**src/rtl/pll_drp_ctrl_pkg.sv**
```systemverilog
`default_nettype none
// ============================================================================
// Module      : pll_drp_ctrl_pkg
// Description : Shared FSM encoding, table entry geometry and the DRP
//               read-modify-write merge helper.
// Revision    : 1.0
// ============================================================================
package pll_drp_ctrl_pkg;

    localparam int c_ADDR_W  = 7;
    localparam int c_MASK_W  = 16;
    localparam int c_DATA_W  = 16;
    localparam int c_ENTRY_W = c_ADDR_W + c_MASK_W + c_DATA_W;

    typedef enum logic [3:0] {
        ST_IDLE       = 4'd0,
        ST_ASSERT_RST = 4'd1,
        ST_READ       = 4'd2,
        ST_WAIT_R     = 4'd3,
        ST_WRITE      = 4'd4,
        ST_WAIT_W     = 4'd5,
        ST_NEXT       = 4'd6,
        ST_WAIT_LOCK  = 4'd7
    } state_t;

    // A mask bit of 1 keeps the read-back bit; 0 takes the table bit.
    function automatic logic [c_DATA_W-1:0] merge_bits(
        input logic [c_DATA_W-1:0] rd,
        input logic [c_MASK_W-1:0] mask,
        input logic [c_DATA_W-1:0] data
    );
        return (rd & mask) | (data & ~mask);
    endfunction

endpackage
`default_nettype wire

```
**src/rtl/pll_drp_rom.sv**
```systemverilog
`default_nettype none
// ============================================================================
// Module      : pll_drp_rom
// Description : Combinational lookup of the two reconfiguration tables.
// Revision    : 1.0
// ============================================================================
module pll_drp_rom
    import pll_drp_ctrl_pkg::*;
#(
    parameter int                              N_REGS   = 8,
    parameter int                              IDX_W    = 3,
    parameter logic [2*N_REGS*c_ENTRY_W-1:0]   ROM_INIT = '0
) (
    input  logic                  i_sel,
    input  logic [IDX_W-1:0]      i_idx,
    output logic [c_ADDR_W-1:0]   o_addr,
    output logic [c_MASK_W-1:0]   o_mask,
    output logic [c_DATA_W-1:0]   o_data
);

    localparam int NUM_W = $clog2(2 * N_REGS);

    logic [c_ENTRY_W-1:0] w_tbl [2*N_REGS];
    logic [NUM_W-1:0]     w_num;

    genvar gi;
    generate
        for (gi = 0; gi < 2 * N_REGS; gi++) begin : g_entry
            assign w_tbl[gi] = ROM_INIT[gi*c_ENTRY_W +: c_ENTRY_W];
        end
    endgenerate

    // Table 1 starts at entry N_REGS; this equals {sel, idx} whenever
    // N_REGS is a power of two and stays packed otherwise.
    assign w_num = i_sel ? (NUM_W'(N_REGS) + NUM_W'(i_idx)) : NUM_W'(i_idx);

    assign {o_addr, o_mask, o_data} = w_tbl[w_num];

endmodule
`default_nettype wire

```
**src/rtl/pll_drp_ctrl.sv**
```systemverilog
`default_nettype none
// ============================================================================
// Module      : pll_drp_ctrl
// Description : PLL reconfiguration sequencer: holds the PLL in reset and
//               read-modify-writes N_REGS DRP registers, then waits for lock.
// Revision    : 1.0
// ============================================================================
module pll_drp_ctrl
    import pll_drp_ctrl_pkg::*;
#(
    parameter int                              N_REGS       = 8,
    parameter logic [2*N_REGS*c_ENTRY_W-1:0]   ROM_INIT     = '0,
    parameter int                              DRDY_TIMEOUT = 255
) (
    input  logic                  DCLK,
    input  logic                  RST,
    input  logic                  SEN,
    input  logic                  SADDR,
    output logic                  SRDY,
    output logic                  BUSY,
    output logic                  ERR,
    output logic [c_ADDR_W-1:0]   DADDR,
    output logic                  DEN,
    output logic                  DWE,
    output logic [c_DATA_W-1:0]   DI,
    input  logic [c_DATA_W-1:0]   DO,
    input  logic                  DRDY,
    input  logic                  LOCKED,
    output logic                  RST_PLL
);

    localparam int IDX_W = (N_REGS > 1) ? $clog2(N_REGS) : 1;
    localparam int CNT_W = $clog2(DRDY_TIMEOUT + 1);
    localparam logic [IDX_W-1:0] c_LAST_IDX = IDX_W'(N_REGS - 1);
    localparam logic [CNT_W-1:0] c_CNT_LAST = CNT_W'(DRDY_TIMEOUT - 1);

    state_t                r_state, w_state_nxt;
    logic                  r_sel,   w_sel_nxt;
    logic [IDX_W-1:0]      r_idx,   w_idx_nxt;
    logic [CNT_W-1:0]      r_cnt,   w_cnt_nxt;
    logic                  r_err,   w_err_nxt;
    logic                  r_srdy,  w_srdy_nxt;
    logic [c_ADDR_W-1:0]   r_daddr, w_daddr_nxt;
    logic [c_DATA_W-1:0]   r_di,    w_di_nxt;

    logic [c_ADDR_W-1:0]   w_rom_addr;
    logic [c_MASK_W-1:0]   w_rom_mask;
    logic [c_DATA_W-1:0]   w_rom_data;

    // The table is looked up with the upcoming index so DADDR can be
    // registered on the same edge that enters READ.
    pll_drp_rom #(
        .N_REGS   (N_REGS),
        .IDX_W    (IDX_W),
        .ROM_INIT (ROM_INIT)
    ) u_rom (
        .i_sel  (r_sel),
        .i_idx  (w_idx_nxt),
        .o_addr (w_rom_addr),
        .o_mask (w_rom_mask),
        .o_data (w_rom_data)
    );

    always_comb begin
        w_idx_nxt = r_idx;
        if (r_state == ST_IDLE && SEN) begin
            w_idx_nxt = '0;
        end else if (r_state == ST_NEXT && r_idx != c_LAST_IDX) begin
            w_idx_nxt = r_idx + IDX_W'(1);
        end
    end

    always_comb begin
        w_state_nxt = r_state;
        w_sel_nxt   = r_sel;
        w_cnt_nxt   = r_cnt;
        w_err_nxt   = r_err;
        w_srdy_nxt  = 1'b0;
        w_daddr_nxt = r_daddr;
        w_di_nxt    = r_di;
        case (r_state)
            ST_IDLE: begin
                if (SEN) begin
                    w_state_nxt = ST_ASSERT_RST;
                    w_sel_nxt   = SADDR;
                    w_err_nxt   = 1'b0;
                end
            end
            ST_ASSERT_RST: begin
                w_state_nxt = ST_READ;
                w_daddr_nxt = w_rom_addr;
            end
            ST_READ: begin
                w_state_nxt = ST_WAIT_R;
                w_cnt_nxt   = '0;
            end
            ST_WAIT_R: begin
                if (DRDY) begin
                    w_di_nxt    = merge_bits(DO, w_rom_mask, w_rom_data);
                    w_state_nxt = ST_WRITE;
                end else if (r_cnt == c_CNT_LAST) begin
                    w_err_nxt   = 1'b1;
                    w_state_nxt = ST_IDLE;
                end else begin
                    w_cnt_nxt   = r_cnt + CNT_W'(1);
                end
            end
            ST_WRITE: begin
                w_state_nxt = ST_WAIT_W;
                w_cnt_nxt   = '0;
            end
            ST_WAIT_W: begin
                if (DRDY) begin
                    w_state_nxt = ST_NEXT;
                end else if (r_cnt == c_CNT_LAST) begin
                    w_err_nxt   = 1'b1;
                    w_state_nxt = ST_IDLE;
                end else begin
                    w_cnt_nxt   = r_cnt + CNT_W'(1);
                end
            end
            ST_NEXT: begin
                if (r_idx == c_LAST_IDX) begin
                    w_state_nxt = ST_WAIT_LOCK;
                end else begin
                    w_state_nxt = ST_READ;
                    w_daddr_nxt = w_rom_addr;
                end
            end
            ST_WAIT_LOCK: begin
                if (LOCKED) begin
                    w_srdy_nxt  = 1'b1;
                    w_state_nxt = ST_IDLE;
                end
            end
            default: begin
                w_state_nxt = ST_IDLE;
            end
        endcase
    end

    always_ff @(posedge DCLK) begin
        if (RST) begin
            r_state <= ST_IDLE;
            r_sel   <= 1'b0;
            r_idx   <= '0;
            r_cnt   <= '0;
            r_err   <= 1'b0;
            r_srdy  <= 1'b0;
            r_daddr <= '0;
            r_di    <= '0;
        end else begin
            r_state <= w_state_nxt;
            r_sel   <= w_sel_nxt;
            r_idx   <= w_idx_nxt;
            r_cnt   <= w_cnt_nxt;
            r_err   <= w_err_nxt;
            r_srdy  <= w_srdy_nxt;
            r_daddr <= w_daddr_nxt;
            r_di    <= w_di_nxt;
        end
    end

    // READ/WRITE are single-cycle states always followed by a wait state,
    // so DEN can never stay high across two cycles.
    assign DEN     = (r_state == ST_READ) || (r_state == ST_WRITE);
    assign DWE     = (r_state == ST_WRITE);
    assign BUSY    = (r_state != ST_IDLE);
    assign RST_PLL = (r_state != ST_IDLE) && (r_state != ST_WAIT_LOCK);
    assign SRDY    = r_srdy;
    assign ERR     = r_err;
    assign DADDR   = r_daddr;
    assign DI      = r_di;

endmodule
`default_nettype wire

```
**config.mk**
```make
export PLATFORM = sky130hd
export DESIGN_NAME = pll_drp_ctrl
export DESIGN_NICKNAME = d
export VERILOG_FILES = /design/src/rtl/pll_drp_ctrl_pkg.sv /design/src/rtl/pll_drp_rom.sv /design/src/rtl/pll_drp_ctrl.sv
export SDC_FILE = /design/constraint.sdc
export NUM_CORES = 1
export LEC_CHECK = 0
export BUFFER_PORTS_ARGS = -buffer_cell sky130_fd_sc_hd__buf_2
export CAP_MARGIN = 20
export CORE_ASPECT_RATIO = 0.9
export CORE_UTILIZATION = 49
export DETAILED_ROUTE_END_ITERATION = 10
export PLACE_DENSITY = 0.91
export SLEW_MARGIN = 20
export SYNTH_ARGS = -nofsm -noshare
export SYNTH_HDL_FRONTEND = slang
export SYNTH_SLANG_ARGS = --single-unit
export TNS_END_PERCENT = 50
```
**constraint.sdc**
```tcl
create_clock -name DCLK -period 5.13 [get_ports DCLK]
set_input_delay 0 -clock DCLK [delete_from_list [all_inputs] [get_ports DCLK]]
set_output_delay 0 -clock DCLK [all_outputs]
set_load 0.005 [all_outputs]
```
# Yosys cells after proc, flatten, opt, wreduce, memory -nomap -nowiden
# Memories as Yosys holds them, arrays and structs flattened.
# Cells that the tools add are included.
# classes
reduce_logical	18
n_eq_ne	17
add_sub_neg	3
mux	22
bitwise_logic	6
magnitude_cmp	1
# ops
op	count
2-to-1 mux 39 bit	2
AND 16 bit	2
one-hot mux 4 bit (8 select lines)	1
2-to-1 mux 4 bit	6
== test 4 x 3 -> 1 bit (second input constant)	4
2-to-1 mux 8 bit	2
NOT 16 bit	1
bitwise OR 16 bit	1
one-hot mux 8 bit (2 select lines)	1
one-hot mux 7 bit (2 select lines)	1
!= test 2 bit (second input constant)	5
2-to-1 mux 3 bit	3
adder 8 x 1 -> 8 bit (second input constant)	1
== test 4 x 2 -> 1 bit (second input constant)	2
== test 8 bit (second input constant)	1
AND reduction 2 bit	4
2-to-1 mux 7 bit	1
nonzero test 2 bit	3
OR reduction 2 bit	3
>= comparator 5 bit (second input constant)	1
NOT 4 -> 5 bit	1
adder 4 x 3 -> 4 bit (first input constant)	1
== test 4 x 1 -> 1 bit (second input constant)	1
zero test 4 bit	1
13 further kinds	18
# totals
wordCells	76
rom_bits	624
register_bits	41
n_memories	1
in_bits	22
output_inout_bits	29
# memory_table
name	depth	word_bits	rd	rd_clocked_by_memory_dff	write_ports	line	text
(name not given)	16	39	1	0	0	pll_drp_rom.sv:37	assign {o_addr, o_mask, o_data} = w_tbl[w_num];

# Longest topological paths before layout
# Gate-level depths: netlist of the first run.
# logic_depth
word_depth	13
ltp_mapped	7
mapped_depth_nobuf	6

# Hierarchy
# From an unflattened synthesis of the first run, not the netlist that was laid out.
# unflattened
cells_unflattened	259
area_unflattened_um2	2311.0
# modules_own_cells
mod	seq_area_each_um2	cells_per_inst	instances	area_per_inst_um2
pll_drp_ctrl	820.8	219	1	2014.4
pll_drp_rom	0.0	40	1	296.5

# Worst setup path after synthesis of the first run
# No wires, ideal clock.
# synth_timing
kind	register to register
from	register r_cnt[0]
to	register r_cnt[5]
period_less_slack_ns	1.658
setup_time_ns	0.070
arrival_time_ns	1.589
path_stages_with_launch	8
path_slack_ns	3.472
required_time_ns	5.060
path_cell_list	dfxtp_1 > inv_1 > ha_1 > nand4_1 > o2111ai_1 > buf_2 > or4_1 > a21oi_1
# synth_via
elab_chain_cells	4
# synth_lines
element	line	text
from (decl)	pll_drp_ctrl.sv:40	logic [CNT_W-1:0] r_cnt, w_cnt_nxt;
from (signal assigned)	pll_drp_ctrl.sv:156	r_cnt <= w_cnt_nxt;
adder 8 x 1 -> 8 bit	pll_drp_ctrl.sv:105, pll_drp_ctrl.sv:119	
2-to-1 mux 8 bit	pll_drp_ctrl.sv:101, pll_drp_ctrl.sv:115	
2-to-1 mux 8 bit	pll_drp_ctrl.sv:113	if (DRDY) begin
one-hot mux 8 bit (2 select lines)	pll_drp_ctrl.sv:81	case (r_state)
# Parallel ways exist; a longest one is shown, timed or not. The select of a mux whose other input is x is not followed.
# A chain may end at the register's enable or synchronous reset.

# Worst setup path after layout of the first run
# layout_timing
from	register r_state[1]
to	register r_cnt[3]
# layout_via
elab_chain_cells	4
# layout_lines
element	line	text
from (decl)	pll_drp_ctrl.sv:37	state_t r_state, w_state_nxt;
from (signal assigned)	pll_drp_ctrl.sv:153	r_state <= w_state_nxt;
== test 4 x 3 -> 1 bit or == test 4 x 2 -> 1 bit (tied branches)	pll_drp_ctrl.sv:81	
OR reduction 2 bit (no source line)	n/a	
!= test 2 bit (no source line) or nonzero test 2 bit (tied branches)	n/a	
AND reduction 3 bit (no source line)	n/a	
# Parallel ways exist; a longest one is shown, timed or not.

==> results of run 1 <==
[power by group through the flow]
stage          clock (W)  combinational [W]  sequential [W]
5_1_grt        0.0000771          0.0000252        0.000138
6_report       0.0000718          0.0000218        0.000137
3_5_place_dp           0          0.0000199        0.000140
2_1_floorplan          0          0.0000305        0.000137
4_1_cts        0.0000728          0.0000212        0.000137
3_3_place_gp           0          0.0000197        0.000140
[through the flow]
step | setup slack (ns) | utilization
global route | 2.76 | 0.525
detailed placement | 3.01 | 0.503
floorplan | 3.47 | -
finish | 2.90 | 0.525
global placement | 3.06 | 0.503
CTS | 2.95 | 0.525
[final cells by class]
cell class                 instances  area (um2)
fill                             196        1040
multi-input combinational        105         641
inverter                           9        33.8
tap                               27        33.8
timing repair buffer              12        70.1
sequential                        17         340
clock buffer                       4        26.3
[worst max path at each step]
stage | end | slack, ns | startpoint | cells after the start
6_report | r_cnt[3]$_SDFFE_PP0P_ | 2.90 | r_state[1]$_SDFFE_PP0P_ | 4
5_1_grt | r_cnt[3]$_SDFFE_PP0P_ | 2.76 | r_state[1]$_SDFFE_PP0P_ | 4
2_1_floorplan | r_cnt[5]$_SDFFE_PP0P_ | 3.47 | r_cnt[0]$_SDFFE_PP0P_ | 7
3_3_place_gp | r_cnt[7]$_SDFFE_PP0P_ | 3.06 | r_state[1]$_SDFFE_PP0P_ | 4
3_5_place_dp | r_cnt[7]$_SDFFE_PP0P_ | 3.01 | r_state[1]$_SDFFE_PP0P_ | 4
4_1_cts | r_cnt[3]$_SDFFE_PP0P_ | 2.95 | r_state[1]$_SDFFE_PP0P_ | 4
[sequential cells by signal (all words and copies together) (netlist names)]
name,cells
ERR,1
SRDY,1
r_cnt,8
r_idx,3
r_state,4
[placed cells by master, fill, tap and decap left out, drive strengths merged, types with 3 or more instances in the layout]
cell type,n
ha,4
nand2b,3
nor2,7
inv,9
dfxtp,17
conb,24
buf,10
clkbuf,4
nand2,5
o31ai,7
or4,7
nand3,3
nor3,3
a21oi,11
[cell families (layout without fill, tap and decap cells)]
| logic type | Yosys count | count (layout) | share of synthesized area |
|---|---|---|---|
| muxes | 2 | 2 | 0.0177 |
| AOI/OAI and AO/OA | 33 | 33 | 0.197 |
| adders and majority gates | 4 | 4 | 0.0443 |
| other | 1 | 24 | 0.00332 |
| xor gates and xnor gates | 3 | 3 | 0.0299 |
| DFF | 17 | 17 | 0.301 |
| and+or+nand+nor | 39 | 39 | 0.198 |
| buffers and inverters | 39 | 25 | 0.208 |
[routing by layer]
layer | vias to the layer above | part of all wire | GRT usage
met3 | 6 | 0.055 | 0.0349
met2 | 61 | 0.49 | 0.306
met1 | 441 | 0.44 | 0.228
met5 | - | 0 | 0
met4 | 0 | 0.014 | 0.0789
li1 | 475 | - | -
[worst register-to-register path, delay by kind of cell (launching register included)]
kind / cells / cell delay (ns)
flip-flops: 1 / 0.67
AO/OA/AOI/OAI: 2 / 0.62
AND/OR/NAND/NOR: 1 / 0.61
XOR/XNOR: 1 / 0.25
==> results.py, run 1 <==
metrics = {
    "drt": {
        "vias": 983,
        "ant_nets": 0,
        "initialDrtViolationCount": 37,
        "wl_per_cell_um": 12.0,
        "viasPerCell": 5.65,
        "route.detailed.drc": 0,
        "firstDrtPassIters": 4,
        "routed_wl_um": 2080,
    },
    "clock_tree": {
        "htreeDepth": 1,
        "cts.sinks": 17,
        "cts_hold_buffers": 2,
        "clk_pin_slew_worst_paths_ns": 0.10,
        "cts_tree": "built",
        "cts_buffer_depth": 2,
        "cts_buffers": 3,
        "worst_skew_pair.late_latency_ns": 0.29,
        "cts-resized-gates": 0,
        "cts-root-buf": "clkbuf_4",
        "post_cts_buffers": 0,
    },
    "final_layout": {
        "layout-drive-gt1-share": 0.102,
        "stdcell_count": 174,
        "stdcell_area_um2": 1140,
        "final_nets": 174,
        "areaGrowthSynthToFinish_pct": 1.33,
        "num_antenna_cells": 0,
    },
    "timing": {
        "fin_tns_setup_ns": 0,
        "tightest_slew_ns": 0.825,
        "setup-violations-final": 0,
        "hold_ws_ns": 0.0211,
        "finClkSkew_ns": 0.00557,
        "fmax_ghz": 0.449,
        "hold_viol": 0,
        "maxSlewViolCount": 0,
        "period_share": 0.434,
        "max-slew-margin-rel": 0.449,
        "rsz0062_at_grt": "no",
        "period_minus_slack_ns": 2.23,
    },
    "placed_design": {
        "place_hpwl_um": 1520,
        "gp_congestion": 0.878,
        "place_area_um2": 1100,
        "place_inst": 168,
        "io_buffers": 10,
    },
    "critical_path": {
        "worst_path_max_delay_cell": "dfxtp_1",
        "r2r_slack_ns": 2.90,
        "critPathMaxFanout": 16,
        "r2r-start": "r_state[1]$_SDFFE_PP0P_",
        "cp.required_ns": 5.34,
        "worstSetupPathType": "register to register",
        "crit_buf_inv": 0,
        "r2r_cells": 4,
        "crit_chain": "xor2_2, o2111ai_1, or4_1, a21oi_1",
        "cp.arrival_ns": 2.44,
        "cpLargestDelayFamily": "flip-flops",
        "startpoint_type": "register",
        "critPathCaptureType": "register",
        "slowest_delay_ns": 0.67,
        "regToRegEndpoint": "r_cnt[3]$_SDFFE_PP0P_",
    },
    "flow_run": {
        "drv_cap": 0,
    },
    "power_and_ir_drop": {
        "switching_share": 0.258,
        "power.internal_w": 0.000171,
        "p_total_w": 0.000231,
        "powerDensity_nw_per_um2": 202,
        "power.switching_w": 0.0000594,
        "p_seq_frac": 0.594,
        "vdd_ir_drop_max_uv": 131,
        "clockPowerShare": 0.311,
        "leakage_nw": 0.458,
        "pwr-share-comb": 0.095,
    },
    "logic_synthesis": {
        "synth_top_area_frac": 0.301,
        "synth_edf_count": 0,
        "async_flop_share": 0,
        "synth-seq-cells": 17,
        "ys_top_cells_by_count": "buf_4, dfxtp_1, a21oi_1",
        "netlist.top_cell.by_area": "dfxtp_1",
        "synth_ff_type": "dfxtp_1",
        "postSynthCellCount": 138,
        "yosysMostFrequentCell": "buf_4",
        "yosysWarningCount": 0,
        "netlist_area_um2": 1130,
        "avgSynthCellArea_um2": 8.19,
        "ys_types": 38,
        "synth.top_cells.by_area": "dfxtp_1, buf_4, a21oi_1",
        "yosysSeqAreaShare": 0.301,
    },
    "global_routing": {
        "antenna_found_initial": 0,
        "grt_use_total": 0.181,
        "grt_pass1_wl_um": 3330,
        "overflow": 0,
        "grt_max_degree": 17,
        "grt_pass1_vias": 760,
    },
    "floorplanning": {
        "core-area_um2": 2180,
        "ios": 51,
        "dieArea_um2": 2500,
        "die_h_um": 47.6,
        "rows": 16,
        "die_x_um": 52.6,
        "initial_core_util": 0.518,
    },
    "min_path": {
        "min_path_cells": 2,
        "min_to": "r_cnt[1]$_SDFFE_PP0P_",
        "hold_start": "RST",
        "hold_path_class": "input pin to register",
    },
    "status": {
        "outcome": "finished clean",
    },
}
Note: power is estimated with default switching activity, not from simulation.
==> run 2, diff against run 1 <==
--- a/config.mk
+++ b/config.mk
@@ -8,9 +8,9 @@
 export BUFFER_PORTS_ARGS = -buffer_cell sky130_fd_sc_hd__buf_2
 export CAP_MARGIN = 20
 export CORE_ASPECT_RATIO = 0.9
-export CORE_UTILIZATION = 49
+export CORE_UTILIZATION = 42
 export DETAILED_ROUTE_END_ITERATION = 10
-export PLACE_DENSITY = 0.91
+export PLACE_DENSITY = 0.84
 export SLEW_MARGIN = 20
 export SYNTH_ARGS = -nofsm -noshare
 export SYNTH_HDL_FRONTEND = slang
==> constraint.sdc (replaced) <==
create_clock -name DCLK -period 1.9 [get_ports DCLK]
set_input_delay 0 -clock DCLK [delete_from_list [all_inputs] [get_ports DCLK]]
set_output_delay 0 -clock DCLK [all_outputs]
set_load 0.005 [all_outputs]
==> run 2 against run 1 <==
  * The run now ends with DRC left
  * Combinational power grew to 3.1 times the previous value
  * Sequential cell count stayed put
  * Via count grew 1.6%
  * Sequential share of layout area fell by 1.4 points
  * Highest routed layer unchanged
  * Sequential power rose to 2.7 times the previous value
  * Die area up 16%
  * Largest cell class unchanged
==> results.py, run 2 (synthesis results as in run 1) <==
metrics = {
    "critical_path": {
        "slowest_delay_ns": 0.50,
        "cp.required_ns": 2.13,
        "cpLargestDelayFamily": "simple AND/OR/NAND/NOR gates",
        "crit_buf_inv": 2,
        "crit_chain": "inv_1, ha_1, nand4_1, o2111ai_1, buf_4, or4_1, a21oi_1",
        "critPathMaxFanout": 12,
        "worst_path_max_delay_cell": "or4_1",
        "r2r_slack_ns": 0.15,
        "startpoint_type": "register",
        "r2r-start": "r_cnt[0]$_SDFFE_PP0P_",
        "cp.arrival_ns": 1.99,
        "regToRegEndpoint": "r_cnt[7]$_SDFFE_PP0P_",
        "r2r_cells": 7,
        "worstSetupPathType": "register to register",
        "critPathCaptureType": "register",
    },
    "timing": {
        "rsz0062_at_grt": "no",
        "period_share": 0.923,
        "finClkSkew_ns": 0.00407,
        "hold_viol": 0,
        "period_minus_slack_ns": 1.75,
        "fmax_ghz": 0.571,
        "setup-violations-final": 0,
        "fin_tns_setup_ns": 0,
        "maxSlewViolCount": 0,
        "worst_slack_ns": 0.147,
    },
    "clock_tree": {
        "worst_skew_pair.late_latency_ns": 0.30,
        "cts-root-buf": "clkbuf_4",
        "clk_pin_slew_worst_paths_ns": 0.10,
        "cts.sinks": 17,
        "cts-resized-gates": 0,
        "cts_buffers": 3,
        "cts_buffer_depth": 2,
        "htreeDepth": 1,
        "post_cts_buffers": 0,
        "cts_hold_buffers": 2,
        "cts_tree": "built",
    },
    "status": {
        "violations": "DRC",
        "outcome": "finished, violations left",
    },
    "power_and_ir_drop": {
        "p_seq_frac": 0.576,
        "vdd_ir_drop_max_uv": 146,
        "pwr-share-comb": 0.107,
        "power.switching_w": 0.000173,
        "clockPowerShare": 0.317,
        "switching_share": 0.272,
        "leakage_nw": 0.498,
        "power.internal_w": 0.000462,
        "powerDensity_nw_per_um2": 529,
    },
    "floorplanning": {
        "ios": 51,
        "die_h_um": 51.2,
        "dieArea_um2": 2900,
        "core-area_um2": 2510,
        "initial_core_util": 0.450,
        "die_x_um": 56.7,
        "rows": 17,
    },
    "final_layout": {
        "top_regs": "r_cnt: 8 flops, r_state: 4 flops, r_idx: 3 flops",
        "largest_register_ffs": 8,
        "largest-register": "r_cnt",
        "final_nets": 181,
        "layout_commonest_cell": "conb_1",
        "layout_common_cells": "conb_1, dfxtp_1, a21oi_1",
        "areaGrowthSynthToFinish_pct": 6.20,
        "layout-drive-gt1-share": 0.149,
        "num_antenna_cells": 0,
    },
    "flow_run": {
        "drv_cap": 0,
    },
    "global_routing": {
        "grt_pass1_vias": 836,
        "overflow": 0,
        "grt_pass1_wl_um": 3660,
        "antenna_found_initial": 0,
        "grt_use_total": 0.163,
        "grt_max_degree": 16,
    },
    "drt": {
        "routed_wl_um": 2230,
        "wl_per_cell_um": 12.2,
        "firstDrtPassIters": 8,
        "viasPerCell": 5.49,
        "vias": 999,
        "route.detailed.drc": 10,
        "ant_nets": 0,
        "initialDrtViolationCount": 67,
    },
    "placed_design": {
        "place_hpwl_um": 1670,
        "io_buffers": 10,
        "gp_congestion": 0.844,
        "post-place-ws_ns": 0.182,
    },
    "min_path": {
        "hold_path_class": "input pin to register",
        "hold_start": "RST",
        "min_to": "r_cnt[1]$_SDFFE_PP0P_",
        "min_path_cells": 2,
    },
}
-- run 2: power by group through the flow --
stage | Clock, W | Sequential (W) | Combinational [W]
after floorplan | 0 | 0.000369 | 0.0000824
after global placement | 0 | 0.000374 | 0.0000612
after detailed placement | 0 | 0.000374 | 0.0000625
after CTS | 0.000208 | 0.000366 | 0.0000659
after global routing | 0.000220 | 0.000367 | 0.0000762
final | 0.000201 | 0.000366 | 0.0000679
-- run 2: worst max path at each step --
| stage | from | end | slack [ns] | cells past startpoint |
|---|---|---|---|---|
| 2_1_floorplan | r_cnt[0]$_SDFFE_PP0P_ | r_cnt[5]$_SDFFE_PP0P_ | 0.24 | 7 |
| 3_3_place_gp | r_cnt[0]$_SDFFE_PP0P_ | r_cnt[7]$_SDFFE_PP0P_ | 0.25 | 7 |
| 3_5_place_dp | r_cnt[0]$_SDFFE_PP0P_ | r_cnt[7]$_SDFFE_PP0P_ | 0.18 | 7 |
| 4_1_cts | r_cnt[0]$_SDFFE_PP0P_ | r_cnt[7]$_SDFFE_PP0P_ | 0.16 | 7 |
| 5_1_grt | r_cnt[0]$_SDFFE_PP0P_ | r_cnt[7]$_SDFFE_PP0P_ | 0.05 | 7 |
| 6_report | r_cnt[0]$_SDFFE_PP0P_ | r_cnt[7]$_SDFFE_PP0P_ | 0.15 | 7 |
-- run 2: final cells by class --
type / count / area [um2]
flip-flops and latches: 17 / 340
repair buffers: 19 / 123
multi-input cells: 105 / 641
clock inverters: 1 / 5.00
well taps: 28 / 35.0
clock buffers: 3 / 22.5
fillers: 234 / 1310
inverters: 9 / 33.8
-- run 2: stage by stage --
stage / hold WS, ns / util / instances / total power [W] / instance area [um2]
global placement: 0.258 / 0.459 / 176 / 0.000435 / 1150
detailed placement: 0.264 / 0.459 / 176 / 0.000436 / 1150
finish: 0.0180 / 0.478 / 182 / 0.000635 / 1200
floorplan: 0.122 / - / 161 / 0.000452 / 1220
CTS: 0.00177 / 0.478 / 182 / 0.000640 / 1200
global route: 0.0200 / 0.478 / 182 / 0.000663 / 1200
-- run 2: routing by layer --
layer  track usage  routed length [um]  up-vias
met4         0.121                  54        0
met3       0.00759                  82        6
li1              -                   -      488
met5             0                   0        -
met1         0.199                 978      464
met2         0.274                1110       41
